`src/rtl/led_sequencer_if.sv`:
```
// Handshake and LED drive bundle between the game controller and led_sequencer.
// The tone line exists only when LED_SEQUENCER_TONE_EN is defined.
interface led_sequencer_if #(
   parameter int unsigned COLOR_CODEFY_W = 2
);
   logic                      show_valid;
   logic [COLOR_CODEFY_W-1:0] color;
   logic                      speed;
   logic                      flash_req;
   logic                      show_ready;
   logic                      done;
   logic                      led_green;
   logic                      led_red;
   logic                      led_blue;
   logic                      led_yellow;
`ifdef LED_SEQUENCER_TONE_EN
   logic                      tone;

   modport master (
      output show_valid, color, speed, flash_req,
      input  show_ready, done, led_green, led_red, led_blue, led_yellow, tone
   );

   modport slave (
      input  show_valid, color, speed, flash_req,
      output show_ready, done, led_green, led_red, led_blue, led_yellow, tone
   );
`else
   modport master (
      output show_valid, color, speed, flash_req,
      input  show_ready, done, led_green, led_red, led_blue, led_yellow
   );

   modport slave (
      input  show_valid, color, speed, flash_req,
      output show_ready, done, led_green, led_red, led_blue, led_yellow
   );
`endif
endinterface

```
`src/rtl/led_sequencer.sv`:
```
// Timed LED playback engine: one colour per show (on-time then gap) and an all-LED flash.
// Define LED_SEQUENCER_TONE_EN to add the tone output and its divider.
module led_sequencer #(
   parameter int unsigned COLOR_CODEFY_W = 2,
   parameter int unsigned ON_SLOW        = 25_000_000,
   parameter int unsigned ON_FAST        = 12_500_000,
   parameter int unsigned GAP            = 5_000_000,
   parameter int unsigned FLASH_COUNT    = 3
`ifdef LED_SEQUENCER_TONE_EN
   ,
   parameter int unsigned TONE_DIV       = 25_000
`endif
) (
   input logic            clk,
   input logic            rst,
   led_sequencer_if.slave bus
);

   localparam int unsigned ON_MAX = (ON_SLOW > ON_FAST) ? ON_SLOW : ON_FAST;
   localparam int unsigned T_MAX  = (ON_MAX > GAP) ? ON_MAX : GAP;
   localparam int unsigned TMR_W  = $clog2(T_MAX + 1);
   localparam int unsigned FC_W   = (FLASH_COUNT > 1) ? $clog2(FLASH_COUNT) : 1;
   localparam int unsigned LED_W  = 4;

   typedef enum logic [2:0] {
      ST_IDLE,
      ST_ON,
      ST_GAP,
      ST_FL_ON,
      ST_FL_GAP
   } state_t;

   state_t                    state_q, state_d;
   logic [TMR_W-1:0]          timer_q, timer_d;
   logic [FC_W-1:0]           flash_cnt_q, flash_cnt_d;
   logic [COLOR_CODEFY_W-1:0] color_q, color_d;
   logic [LED_W-1:0]          led_q, led_d;
   logic                      done_q, done_d;
   logic                      ready_q, ready_d;
   logic                      timer_zero;

   assign timer_zero = (timer_q == '0);

   // State and output registers; outputs are computed from the next state so they line up with it.
   always_ff @(posedge clk) begin
      if (rst) begin
         state_q     <= ST_IDLE;
         timer_q     <= '0;
         flash_cnt_q <= '0;
         color_q     <= '0;
         led_q       <= '0;
         done_q      <= 1'b0;
         ready_q     <= 1'b1;
      end else begin
         state_q     <= state_d;
         timer_q     <= timer_d;
         flash_cnt_q <= flash_cnt_d;
         color_q     <= color_d;
         led_q       <= led_d;
         done_q      <= done_d;
         ready_q     <= ready_d;
      end
   end

   always_comb begin
      state_d     = state_q;
      timer_d     = timer_q;
      flash_cnt_d = flash_cnt_q;
      color_d     = color_q;
      done_d      = 1'b0;
      led_d       = '0;

      unique case (state_q)
         ST_IDLE: begin
            // Flash has priority; a simultaneous show request is dropped.
            if (bus.flash_req) begin
               state_d     = ST_FL_ON;
               flash_cnt_d = FC_W'(FLASH_COUNT - 1);
               timer_d     = TMR_W'(ON_SLOW - 1);
            end else if (bus.show_valid) begin
               state_d = ST_ON;
               color_d = bus.color;
               timer_d = bus.speed ? TMR_W'(ON_FAST - 1) : TMR_W'(ON_SLOW - 1);
            end
         end
         ST_ON: begin
            if (timer_zero) begin
               state_d = ST_GAP;
               timer_d = TMR_W'(GAP - 1);
            end else begin
               timer_d = timer_q - TMR_W'(1);
            end
         end
         ST_GAP: begin
            if (timer_zero) begin
               state_d = ST_IDLE;
               done_d  = 1'b1;
            end else begin
               timer_d = timer_q - TMR_W'(1);
            end
         end
         ST_FL_ON: begin
            if (timer_zero) begin
               state_d = ST_FL_GAP;
               timer_d = TMR_W'(GAP - 1);
            end else begin
               timer_d = timer_q - TMR_W'(1);
            end
         end
         ST_FL_GAP: begin
            if (timer_zero) begin
               if (flash_cnt_q == '0) begin
                  state_d = ST_IDLE;
                  done_d  = 1'b1;
               end else begin
                  state_d     = ST_FL_ON;
                  flash_cnt_d = flash_cnt_q - FC_W'(1);
                  timer_d     = TMR_W'(ON_SLOW - 1);
               end
            end else begin
               timer_d = timer_q - TMR_W'(1);
            end
         end
         default: begin
            state_d = ST_IDLE;
         end
      endcase

      // LED drive for the cycle that state_d will occupy.
      unique case (state_d)
         ST_ON: begin
            led_d[0] = (color_d == COLOR_CODEFY_W'(0));
            led_d[1] = (color_d == COLOR_CODEFY_W'(1));
            led_d[2] = (color_d == COLOR_CODEFY_W'(2));
            led_d[3] = (color_d == COLOR_CODEFY_W'(3));
         end
         ST_FL_ON: led_d = '1;
         default:  led_d = '0;
      endcase

      ready_d = (state_d == ST_IDLE);
   end

   assign bus.led_green  = led_q[0];
   assign bus.led_red    = led_q[1];
   assign bus.led_blue   = led_q[2];
   assign bus.led_yellow = led_q[3];
   assign bus.done       = done_q;
   assign bus.show_ready = ready_q;

`ifdef LED_SEQUENCER_TONE_EN
   localparam int unsigned TONE_MAX = TONE_DIV * (2 ** COLOR_CODEFY_W);
   localparam int unsigned TONE_W   = $clog2(TONE_MAX + 1);

   logic [TONE_W-1:0] tone_cnt_q, tone_cnt_d;
   logic [TONE_W-1:0] tone_period;
   logic              tone_q, tone_d;

   always_ff @(posedge clk) begin
      if (rst) begin
         tone_cnt_q <= '0;
         tone_q     <= 1'b0;
      end else begin
         tone_cnt_q <= tone_cnt_d;
         tone_q     <= tone_d;
      end
   end

   // Half-period counter; restarts low on every entry into ON or FL_ON.
   always_comb begin
      tone_d      = 1'b0;
      tone_cnt_d  = '0;
      tone_period = TONE_W'(TONE_DIV);
      if (state_d == ST_ON) begin
         tone_period = TONE_W'(TONE_DIV) * (TONE_W'(color_d) + TONE_W'(1));
      end
      if ((state_d == ST_ON) || (state_d == ST_FL_ON)) begin
         if (state_d != state_q) begin
            tone_cnt_d = tone_period - TONE_W'(1);
         end else if (tone_cnt_q == '0) begin
            tone_d     = ~tone_q;
            tone_cnt_d = tone_period - TONE_W'(1);
         end else begin
            tone_d     = tone_q;
            tone_cnt_d = tone_cnt_q - TONE_W'(1);
         end
      end
   end

   assign bus.tone = tone_q;
`endif

endmodule

```
`src/flat_wrapper.sv`:
```
// flat-port wrapper written by rule: the top's interface ports become plain ports
module led_sequencer_flat 
#(
   parameter int unsigned COLOR_CODEFY_W = 2,
   parameter int unsigned ON_SLOW        = 25_000_000,
   parameter int unsigned ON_FAST        = 12_500_000,
   parameter int unsigned GAP            = 5_000_000,
   parameter int unsigned FLASH_COUNT    = 3

)
  (clk, rst, bus_show_valid, bus_color, bus_speed, bus_flash_req, bus_show_ready, bus_done, bus_led_green, bus_led_red, bus_led_blue, bus_led_yellow);
  led_sequencer_if #(.COLOR_CODEFY_W(COLOR_CODEFY_W)) bus_i ();
  input logic clk;
  input logic rst;
  input wire logic [$bits(bus_i.show_valid)-1:0] bus_show_valid;
  input wire logic [$bits(bus_i.color)-1:0] bus_color;
  input wire logic [$bits(bus_i.speed)-1:0] bus_speed;
  input wire logic [$bits(bus_i.flash_req)-1:0] bus_flash_req;
  output wire logic [$bits(bus_i.show_ready)-1:0] bus_show_ready;
  output wire logic [$bits(bus_i.done)-1:0] bus_done;
  output wire logic [$bits(bus_i.led_green)-1:0] bus_led_green;
  output wire logic [$bits(bus_i.led_red)-1:0] bus_led_red;
  output wire logic [$bits(bus_i.led_blue)-1:0] bus_led_blue;
  output wire logic [$bits(bus_i.led_yellow)-1:0] bus_led_yellow;
  assign bus_i.show_valid = bus_show_valid;
  assign bus_i.color = bus_color;
  assign bus_i.speed = bus_speed;
  assign bus_i.flash_req = bus_flash_req;
  assign bus_show_ready = bus_i.show_ready;
  assign bus_done = bus_i.done;
  assign bus_led_green = bus_i.led_green;
  assign bus_led_red = bus_i.led_red;
  assign bus_led_blue = bus_i.led_blue;
  assign bus_led_yellow = bus_i.led_yellow;
  led_sequencer #(.COLOR_CODEFY_W(COLOR_CODEFY_W), .ON_SLOW(ON_SLOW), .ON_FAST(ON_FAST), .GAP(GAP), .FLASH_COUNT(FLASH_COUNT)) u_core (.clk(clk), .rst(rst), .bus(bus_i));
endmodule
```
`config.mk`:
```
export PLATFORM = sky130hd
export DESIGN_NAME = led_sequencer_flat
export DESIGN_NICKNAME = d
export VERILOG_FILES = /design/src/rtl/led_sequencer_if.sv /design/src/rtl/led_sequencer.sv /design/src/flat_wrapper.sv
export SDC_FILE = /design/constraint.sdc
export NUM_CORES = 1
export LEC_CHECK = 0
export BUFFER_PORTS_ARGS = -buffer_cell sky130_fd_sc_hd__buf_2
export CAP_MARGIN = 20
export CORE_ASPECT_RATIO = 1.4
export CORE_MARGIN = 2
export CORE_UTILIZATION = 36
export DETAILED_ROUTE_END_ITERATION = 7
export PLACE_DENSITY = 0.49
export SYNTH_ARGS = -nofsm -noshare
export SYNTH_HDL_FRONTEND = slang
export SYNTH_SLANG_ARGS = --single-unit
```
`constraint.sdc`:
```
create_clock -name clk -period 3.15 [get_ports clk]
set_input_delay 0 -clock clk [delete_from_list [all_inputs] [get_ports clk]]
set_output_delay 0 -clock clk [all_outputs]
set_load 0.05 [all_outputs]
```
Word-level counts from Yosys, hierarchy flattened. Cells that the tools add are included. Widths: inputs -> output; s select.

Output and inout bits: 6. Flip-flop bits (word level): 38.

Reductions and logical operators: 10. Equal/unequal tests: 15. Add/subtract/negate cells: 2. Mux-type cells: 28.

Operators by type and width (count): $mux 25 (7); $pmux 25 s4 (1); $logic_not 25->1 (1); $sub 25x1->25 const B (1); $mux 3 (6); $pmux 3 s5 (1); $mux 2 (7); $eq 3x2->1 const B (3); $pmux 4 s2 (1); $reduce_and 4->1 (2); $eq 3x1->1 const B (2); $logic_not 3->1 (2); $ne 2x2->1 const B (3); $ne 3x3->1 const B (2); $eq 2x2->1 const B (2); $logic_not 2->1 (2); $pmux 2 s2 (1); $reduce_bool 4->1 (1); $eq 3x3->1 const B (1); $mux 1 (3); $eq 2x1->1 const B (1); $ne 2x1->1 const B (1); $pmux 1 s2 (1); $reduce_bool 2->1 (1); other kinds (2) (2).

Longest topological paths before layout. Gate-level depths: netlist of run 1.

Word-level depth: 6. Mapped depth: 9.

Worst setup path before layout of run 1. No wires, ideal clock.

Kind: register -> register. Start point: register u_core.timer_q[0]. End point: register u_core.led_q[3]. Path buffers: 0. Slack: 0.739 ns. Arrival time: 2.341 ns. Library setup time: 0.070 ns. Clock period less this slack: 2.411 ns. Stages on the path, launching flop included: 9. Cells stage by stage: dfxtp_1 inv_1 ha_1 or4b_4 or4_1 or4_1 a21oi_2 nor3_2 a21oi_1.

Cells in the longest elaborated chain, start to end: 5.

Ends and longest elaborated chain: start: declaration (line led_sequencer.sv:34) `logic [TMR_W-1:0] timer_q, timer_d;`; start signal: assignment (line led_sequencer.sv:56) `timer_q <= timer_d;`; $logic_not 25->1 * (line led_sequencer.sv:42) `assign timer_zero = (timer_q == '0);`; $mux 3 (on tied branches); $pmux 3 s5 * (line led_sequencer.sv:73) `unique case (state_q)`; $eq 3x2->1 / $eq 3x1->1 (equally long branches) (line led_sequencer.sv:130) `unique case (state_d)`; $pmux 4 s2 * (line led_sequencer.sv:130); end signal: assignment (line led_sequencer.sv:59) `led_q <= led_d;`; end: declaration (line led_sequencer.sv:37) `logic [LED_W-1:0] led_q, led_d;`.

Every way passes the cells marked *; elsewhere a longest branch is shown, timed or not. A chain may end at the register's enable or synchronous reset.

Final worst setup path of run 1.
Start point: register u_core.timer_q[0]. End point: register u_core.timer_q[13].

Cells in the longest elaborated chain, start to end: 3.

Ends and longest elaborated chain: $sub 25x1->25 / $logic_not 25->1 (equally long branches); $mux 25 (tied with other cells) (line led_sequencer.sv:111) `if (timer_zero) begin`; $pmux 25 s4 / $reduce_and 4->1 (equally long branches).

Parallel ways exist; a longest one is shown, timed or not. The select of a mux whose other input is x is not followed.

==> flow_summary.toml, run 1 <==
[status]
status = "complete, no violations"

[synthesis]
synth_nets = 303
synthArstFlopShare_pct = 0
postSynthCellCount = 294
synth_edf_count = 0
synth_top_area_share_pct = 33.6
synth_area_sq_mm = 0.00226
yosysWarnings = 0
synth_area_leaders = "dfxtp_1 (34%), a21oi_1 (6.0%), o21ai_0 (5.8%)"
synth_top_area_cell = "dfxtp_1"
synth_area_per_cell_sq_um = 7.69
ys_ff_latch = 38
ys_seq_area_share_pct = 33.6
synth_flop_cell = "dfxtp_1"
post_synth_num_cell_types = 55

[worst_hold_path]
hold_depth = 3
hold_path_class = "input pin to flop"

[clock_network]
cts.clk_slew.worst_paths_ns = 0.07
ctsResizeCount = 0
clock_latency_ns = 0.29
htree_levels = 2
clock-sinks = 38
postCtsSetupBuffers = 0
cts_tree = "done"
holdBufCountCts = 0
cts_buffers = 5
cts_root_buf = "clkbuf_8"
clockBufferDepth = 2

[finish]
final_common_cell = "dfxtp_1"
fill_cells = 666
drive_gt1_share_pct = 15.0
syn_to_final_growth_pct = 10.5
mostFrequentLayoutCells = "dfxtp_1 (38), nor2_1 (28), a21oi_1 (27)"
antennaDiodeCount = 0
final_net_count = 317

[worst_setup_path]
cp_slowest_stage_delay_ns = 0.56
cp_cell_sequence = "inv_1, ha_1, or4b_4, or4_1, nor2_1, a211o_1, a21oi_1, a311oi_1"
worstSetupStartpointType = "flop"
arrival_ns = 2.94
critPathRequiredTime_ns = 3.35
r2r_slack_ns = 0.41
worstSetupEndpointType = "flop"
critical-path-top-delay-family = "simple AND/OR/NAND/NOR gates"
cp.buffers_inverters = 1
path_class = "flop to flop"
cp.depth = 8
worst-r2r-cell-count = 8
worst_path_max_delay_cell = "or4_1"
cp_max_fo = 8

[timing]
fin_crit_sh_pct = 87.0
rsz0062_at_grt = "no"
maxSlewViolCount = 0
setup_tns_ns = 0
fmax_ghz = 0.365
hold_ws_ns = 0.0315
worst_pin_slew_ns = 0.929
hold_viol_final = 0
fin_skew_ns = 0.00458
min_period_ns = 2.74
final-setup-viol-count = 0
slew_headroom_pct = 38.1

[detailed_routing]
viasPerCell = 6.08
antenna_left = 0
route.met2.wl_mm = 3.66
wl_per_cell_um = 18.4
num_vias = 2306
met1_length_mm = 2.84
drt-total-wl_mm = 6.98
drt-initial-drc-count = 127
wl_met3_um = 271
drc = 0
routed.top_layer = "met4"
dr.pass1.iters = 5

[floorplanning]
die_y_um = 97.8
core_area_sq_mm = 0.00613
start_util_pct = 36.9
die_area_sq_mm = 0.00694
die_x_um = 71.0
ioPinCount = 13
rows = 34

[place]
dp_hpwl_mm = 5.17
portBuffers = 12
gp_congestion = 0.831

[global_route]
grt_start_max_net_pins = 24
grt_overflow_total = 0
grt_pass1_vias = 2338
grt.total_usage_pct = 21.3
grt_antenna_before_repair = 0
grt_first_pass_wirelength_mm = 11.7

[power_and_ir_drop]
powerDensity_mw_per_mm2 = 543
ir_worst_vdd_mv = 0.284
p_leak_uw = 0.000949

[run]
maxCapViolations = 0
-- layout make-up --
class	count	area (sq um)	share of cell area [%]
Inverter	11	41.3	1.65
Multi-Input combinational cell	233	1410	56.5
Sequential cell	38	761	30.4
Clock buffer	6	82.6	3.30
Tap cell	72	90.1	3.61
Timing Repair Buffer	19	113	4.51
-- flip-flops by register name (all words and copies together) (netlist names) --
name	count
u_core.timer_q	25
u_core.led_q	4
u_core.state_q	3
u_core.color_q	2
u_core.flash_cnt_q	2
u_core.bus.done	1
u_core.bus.show_ready	1
-- synth_stat cells (all sizes together), types with 2 or more instances --
| cell type | number |
|---|---|
| nor2 | 29 |
| o211ai | 2 |
| a21o | 5 |
| a211o | 3 |
| nand3 | 5 |
| o21ai | 28 |
| nor2b | 2 |
| nor4 | 6 |
| nand2 | 22 |
| and3 | 2 |
| or4 | 7 |
| mux2i | 2 |
| o41ai | 2 |
| nand2b | 7 |
| o21a | 2 |
| or4b | 2 |
| nor3 | 23 |
| nand4 | 7 |
| buf | 2 |
| dfxtp | 38 |
| inv | 11 |
| a311oi | 6 |
| or3 | 10 |
| or2 | 6 |
| a21oi | 28 |
| a31oi | 7 |
| a211oi | 5 |
| clkbuf | 10 |
| ha | 2 |
-- report_power, final --
| part | internal (uW) | leakage (uW) | switching, uW |
|---|---|---|---|
| Combinational | 150 | 0.000591 | 268 |
| Sequential | 534 | 0.000314 | 66.5 |
| Clock | 169 | 0.0000431 | 171 |
| Total | 853 | 0.000949 | 505 |
-- kinds of logic (layout without fill, tap and decap cells) --
group	Yosys count	after routing	share of synthesized area, %
AND/OR/NAND/NOR	131	131	32.4
AO/OA/AOI/OAI	98	98	28.1
flip-flops	38	38	33.6
buffers and inverters	23	36	3.93
adder cells (fa/ha/maj)	2	2	1.11
multiplexers	2	2	0.885
-- final timing paths --
kind	start	end
hold / removal	bus_color[0]	u_core.color_q[0]$_SDFF_PP0_
setup / recovery	u_core.timer_q[0]$_SDFFE_PP0P_	u_core.timer_q[13]$_SDFFE_PP0P_
setup reg to reg	u_core.timer_q[0]$_SDFFE_PP0P_	u_core.timer_q[13]$_SDFFE_PP0P_
hold reg to reg	u_core.timer_q[9]$_SDFFE_PP0P_	u_core.timer_q[9]$_SDFFE_PP0P_
-- per-stage QoR --
stage	setup WS (ns)	power [uW]	util, %	area, sq um	instances
after CTS	0.442	1360	40.8	2500	379
after global placement	0.532	1020	39.4	2420	373
after global routing	0.283	1440	40.8	2500	379
final	0.409	1360	40.8	2500	379
after detailed placement	0.484	1020	39.4	2420	373
after floorplan	0.739	895	-	2260	294
-- per-layer routing --
| layer | GRT usage [%] | vias to the layer above |
|---|---|---|
| met2 | 38.3 | 44 |
| met4 | 9.58 | 0 |
| met5 | 0 | - |
| met1 | 24.3 | 1105 |
| met3 | 3.41 | 16 |
| li1 | - | 1141 |
-- worst min-delay path, cell delays in order --
cell	delay, ns
buf_2	0.07
mux2i_1	0.11
nor2_1	0.10
(Power assumes the default switching activity.)
==> run 2: changes to the inputs <==
CORE_UTILIZATION = 35   (was 36)
PLACE_DENSITY = default   (was 0.49)
==> run 2 against run 1 <==
Register-to-register slack got worse by 0.07 ns. Fmax decreased by 2.4%. Cell count is 0.26% higher. Clock skew up 0.0016 ns. First-iteration DRC count is 18% higher. Flip-flop and latch count unchanged. Hold slack worse by 0.0030 ns. Power rose by 0.12%. Global-route usage is 2.0 points lower. Sequential share of layout area barely moved. Critical path type unchanged.
==> flow_summary.toml, run 2 (synthesis gave the netlist of run 1 again) <==
[status]
status = "complete, no violations"

[finish]
seq_area_sq_um = 761
drive_gt1_share_pct = 14.9
mostFrequentLayoutCells = "dfxtp_1 (38), nor2_1 (28), a21oi_1 (27)"
antennaDiodeCount = 0
fill_cells = 631
final_net_count = 316
final_area_sq_mm = 0.00250
syn_to_final_growth_pct = 10.6
largest_reg_flops = 25
regMostFlops = "u_core.timer_q"
final_common_cell = "dfxtp_1"
multi_input_area_sq_mm = 0.00141
top_regs = "u_core.timer_q: 25 flops, u_core.led_q: 4 flops, u_core.state_q: 3 flops"

[clock_network]
clock-sinks = 38
htree_levels = 2
cts_root_buf = "clkbuf_8"
clockBufferDepth = 2
postCtsSetupBuffers = 0
cts.clk_slew.worst_paths_ns = 0.08
holdBufCountCts = 0
cts_tree = "done"
cts_buffers = 5
clock_latency_ns = 0.29
ctsResizeCount = 0

[floorplanning]
core_area_sq_mm = 0.00625
die_area_sq_mm = 0.00713
rows = 34
ioPinCount = 13
start_util_pct = 36.2
die_x_um = 71.9
die_y_um = 99.1

[place]
dpl-instance-area_sq_mm = 0.00241
dp_hpwl_mm = 4.88
gp_congestion = 0.957
portBuffers = 12

[timing]
worst_pin_slew_ns = 0.919
fin_skew_ns = 0.00617
setup_tns_ns = 0
final-setup-viol-count = 0
hold_ws_ns = 0.0286
hold_viol_final = 0
fmax_ghz = 0.356
fin_crit_sh_pct = 89.1
rsz0062_at_grt = "no"
maxSlewViolCount = 0
slew_headroom_pct = 38.4
min_period_ns = 2.81

[detailed_routing]
viasPerCell = 6.14
antenna_left = 0
drt-total-wl_mm = 6.65
routed.top_layer = "met4"
route.met2.wl_mm = 3.30
met1_length_mm = 2.70
wl_per_cell_um = 17.5
drt-initial-drc-count = 150
num_vias = 2335
wl_met3_um = 370
dr.pass1.iters = 5
drc = 0

[worst_setup_path]
critPathRequiredTime_ns = 3.35
worstSetupEndpointType = "flop"
critical-path-top-delay-family = "simple AND/OR/NAND/NOR gates"
cp_slowest_stage_delay_ns = 0.54
cp_max_fo = 8
cp.buffers_inverters = 1
cp_cell_sequence = "inv_1, ha_1, or4b_4, or4_1, nor2_1, a211o_1, a21oi_1, a311oi_1"
path_class = "flop to flop"
worst_path_max_delay_cell = "or4_1"
arrival_ns = 3.01
worstSetupStartpointType = "flop"

[global_route]
grt_first_pass_wirelength_mm = 10.9
grt_start_max_net_pins = 24
grt_antenna_before_repair = 0
grt.total_usage_pct = 19.3
grt_overflow_total = 0
grt_pass1_vias = 2297

[power_and_ir_drop]
ir_worst_vdd_mv = 0.233
p_leak_uw = 0.000948
power_uw = 1360
powerDensity_mw_per_mm2 = 544

[worst_hold_path]
hold_path_class = "input pin to flop"

[run]
maxCapViolations = 0
-- run 2: layout make-up --
| class | count | share of cell area [%] |
|---|---|---|
| timing repair buffer | 18 | 4.20 |
| clock inverter | 1 | 0.200 |
| multi-input combinational | 233 | 56.5 |
| tap | 72 | 3.60 |
| sequential | 38 | 30.4 |
| clock buffer | 7 | 3.45 |
| inverter | 11 | 1.65 |
-- run 2: report_power, final --
group | switching [uW] | internal [uW] | leakage [uW] | total, uW
Combinational | 261 | 144 | 0.000586 | 404
Clock | 178 | 177 | 0.0000482 | 355
Sequential | 66.7 | 534 | 0.000314 | 600
-- run 2: worst paths after layout --
check        cells past startpoint                               to                           start  slack, ns
max                              8  u_core.timer_q[13]$_SDFFE_PP0P_  u_core.timer_q[0]$_SDFFE_PP0P_       0.34
min                              3     u_core.color_q[0]$_SDFF_PP0_                    bus_color[0]       0.03
max reg2reg                      8  u_core.timer_q[13]$_SDFFE_PP0P_  u_core.timer_q[0]$_SDFFE_PP0P_       0.34
min reg2reg                      2   u_core.timer_q[9]$_SDFFE_PP0P_  u_core.timer_q[9]$_SDFFE_PP0P_       0.47
-- run 2: metal layers --
metal | global-route usage, % | up-vias
met2 | 33.5 | 95
met1 | 22.1 | 1085
li1 | - | 1131
met3 | 3.34 | 24
met5 | 0 | -
met4 | 10.4 | 0
-- run 2: worst min-delay path: cells and delay by family --
kind          cells  cell delay, ns
mux               1            0.10
simple gates      1            0.11
buf+inv           1            0.07
-- run 2: per-stage QoR --
step	setup WS, ns	cells	util, %
2_1_floorplan	0.739	294	-
3_3_place_gp	0.408	372	38.5
3_5_place_dp	0.404	372	38.5
4_1_cts	0.379	380	40.0
5_1_grt	0.147	380	40.0
6_report	0.342	380	40.0
==> run 3: changes to the inputs <==
CORE_UTILIZATION = 40   (was 35)
==> run 3 against run 2 <==
Clock skew hardly changed. Clock power decreased by 11%. Routed wire length is 0.96% lower. Global-route usage increased by 4.0 points. Hold slack better by 0.0021 ns. Critical endpoint unchanged. Largest cell class unchanged. Largest power group unchanged. Highest routed layer unchanged.
==> flow_summary.toml, run 3 (synthesis gave the netlist of run 1 again) <==
[detailed_routing]
met1_length_mm = 2.67
wl_per_cell_um = 17.5
num_vias = 2345
viasPerCell = 6.22
dr.pass1.iters = 5
drt-total-wl_mm = 6.58
routed.top_layer = "met4"
drt-initial-drc-count = 157
drc = 0
route.met2.wl_mm = 3.40
antenna_left = 0
wl_met3_um = 296

[place]
dp.cells = 370
dp_hpwl_mm = 4.82
dp_slack_ns = 0.420
portBuffers = 12
gp_congestion = 0.982
dpl-instance-area_sq_mm = 0.00242

[clock_network]
clock_latency_ns = 0.29
htree_levels = 2
cts_tree = "done"
cts.clk_slew.worst_paths_ns = 0.07
holdBufCountCts = 0
clockBufferDepth = 2
clock-sinks = 38
cts_root_buf = "clkbuf_8"
postCtsSetupBuffers = 0
cts_buffers = 5
ctsResizeCount = 0

[worst_setup_path]
cp_max_fo = 8
path_class = "flop to flop"
worstSetupStartpointType = "flop"
r2r_slack_ns = 0.33
crit_start = "u_core.timer_q[0]$_SDFFE_PP0P_"
r2r_start = "u_core.timer_q[0]$_SDFFE_PP0P_"
worst-r2r-cell-count = 8
reg2reg_to = "u_core.timer_q[13]$_SDFFE_PP0P_"
arrival_ns = 3.01
critPathRequiredTime_ns = 3.34
worstSetupEndpointType = "flop"
endpoint = "u_core.timer_q[13]$_SDFFE_PP0P_"

[power_and_ir_drop]
power_frac_seq_pct = 45.3
ir_worst_vdd_mv = 0.276
p_leak_uw = 0.000948
power_frac_clock_pct = 23.8
p_int_uw = 836
swShare_pct = 36.9
powerDensity_mw_per_mm2 = 531
pwr-share-comb_pct = 30.9
switchingPower_uw = 488

[finish]
final_util_pct = 45.5
final_common_cell = "dfxtp_1"
final_net_count = 318
final_area_sq_mm = 0.00249
seq_area_sq_um = 761
drive_gt1_share_pct = 14.9
largest_reg_flops = 25
multi_input_area_sq_mm = 0.00141
top_regs = "u_core.timer_q: 25 flops, u_core.led_q: 4 flops, u_core.state_q: 3 flops"
final_cells = 377
mostFrequentLayoutCells = "dfxtp_1 (38), nor2_1 (28), a21oi_1 (27)"
syn_to_final_growth_pct = 10.3
fill_cells = 549
antennaDiodeCount = 0
regMostFlops = "u_core.timer_q"

[timing]
rsz0062_at_grt = "no"
fmax_ghz = 0.355
slew_headroom_pct = 47.2
worst_pin_slew_ns = 0.792
setup_ws_ns = 0.334
maxSlewViolCount = 0
fin_skew_ns = 0.00614
fin_crit_sh_pct = 89.4
final-setup-viol-count = 0
hold_viol_final = 0
setup_tns_ns = 0
min_period_ns = 2.82

[floorplanning]
die_y_um = 93.0
core_area_sq_mm = 0.00549
rows = 32
ioPinCount = 13
die_area_sq_mm = 0.00628
die_x_um = 67.5
start_util_pct = 41.2

[global_route]
grt_first_pass_wirelength_mm = 11.1
grt_antenna_before_repair = 0
grt.total_usage_pct = 23.3
grt_pass1_vias = 2319
grt_overflow_total = 0
grt_start_max_net_pins = 24

[status]
status = "complete, no violations"

[worst_hold_path]
hold_path_class = "input pin to flop"

[run]
maxCapViolations = 0
[run 3: worst max-delay path, stage by stage, from the launching register on]
cell and delay, ns:
dfxtp_1 0.33, inv_1 0.09, ha_1 0.23, or4b_4 0.52
or4_1 0.56, nor2_1 0.47, a211o_1 0.21, a21oi_1 0.06
a311oi_1 0.25
[run 3: final cells by class]
cell class | instances | area share, %
Sequential cell | 38 | 30.5
Clock buffer | 7 | 3.06
Inverter | 11 | 1.65
Timing Repair Buffer | 20 | 4.81
Tap cell | 68 | 3.41
Multi-Input combinational cell | 233 | 56.6
[run 3: power by group through the flow]
stage | Combinational [uW] | Sequential (uW) | Clock, uW
after floorplan | 282 | 612 | 0
final | 410 | 600 | 315
after CTS | 406 | 598 | 326
after detailed placement | 403 | 609 | 0
after global routing | 454 | 609 | 346
after global placement | 404 | 608 | 0
[run 3: per-stage QoR]
stage / total power, uW / hold WS, ns
floorplan: 895 / 0.196
global placement: 1010 / 0.321
detailed placement: 1010 / 0.330
CTS: 1330 / 0.0310
global route: 1410 / 0.101
finish: 1320 / 0.0306
[run 3: worst min-delay path by stage]
stage,from,end,slack (ns),depth (start not counted)
2_1_floorplan,rst,u_core.bus.show_ready$_SDFF_PP1_,0.20,2
3_3_place_gp,bus_color[0],u_core.color_q[0]$_SDFF_PP0_,0.32,3
3_5_place_dp,bus_color[0],u_core.color_q[0]$_SDFF_PP0_,0.33,3
4_1_cts,bus_color[0],u_core.color_q[0]$_SDFF_PP0_,0.03,3
5_1_grt,bus_color[1],u_core.color_q[1]$_SDFF_PP0_,0.10,3
6_report,bus_color[0],u_core.color_q[0]$_SDFF_PP0_,0.03,3
[run 3: metal layers]
layer,global-route usage (%),vias up
li1,-,1139
met1,27.3,1090
met2,39.1,93
met3,4.50,23
met4,11.6,0
met5,0,-
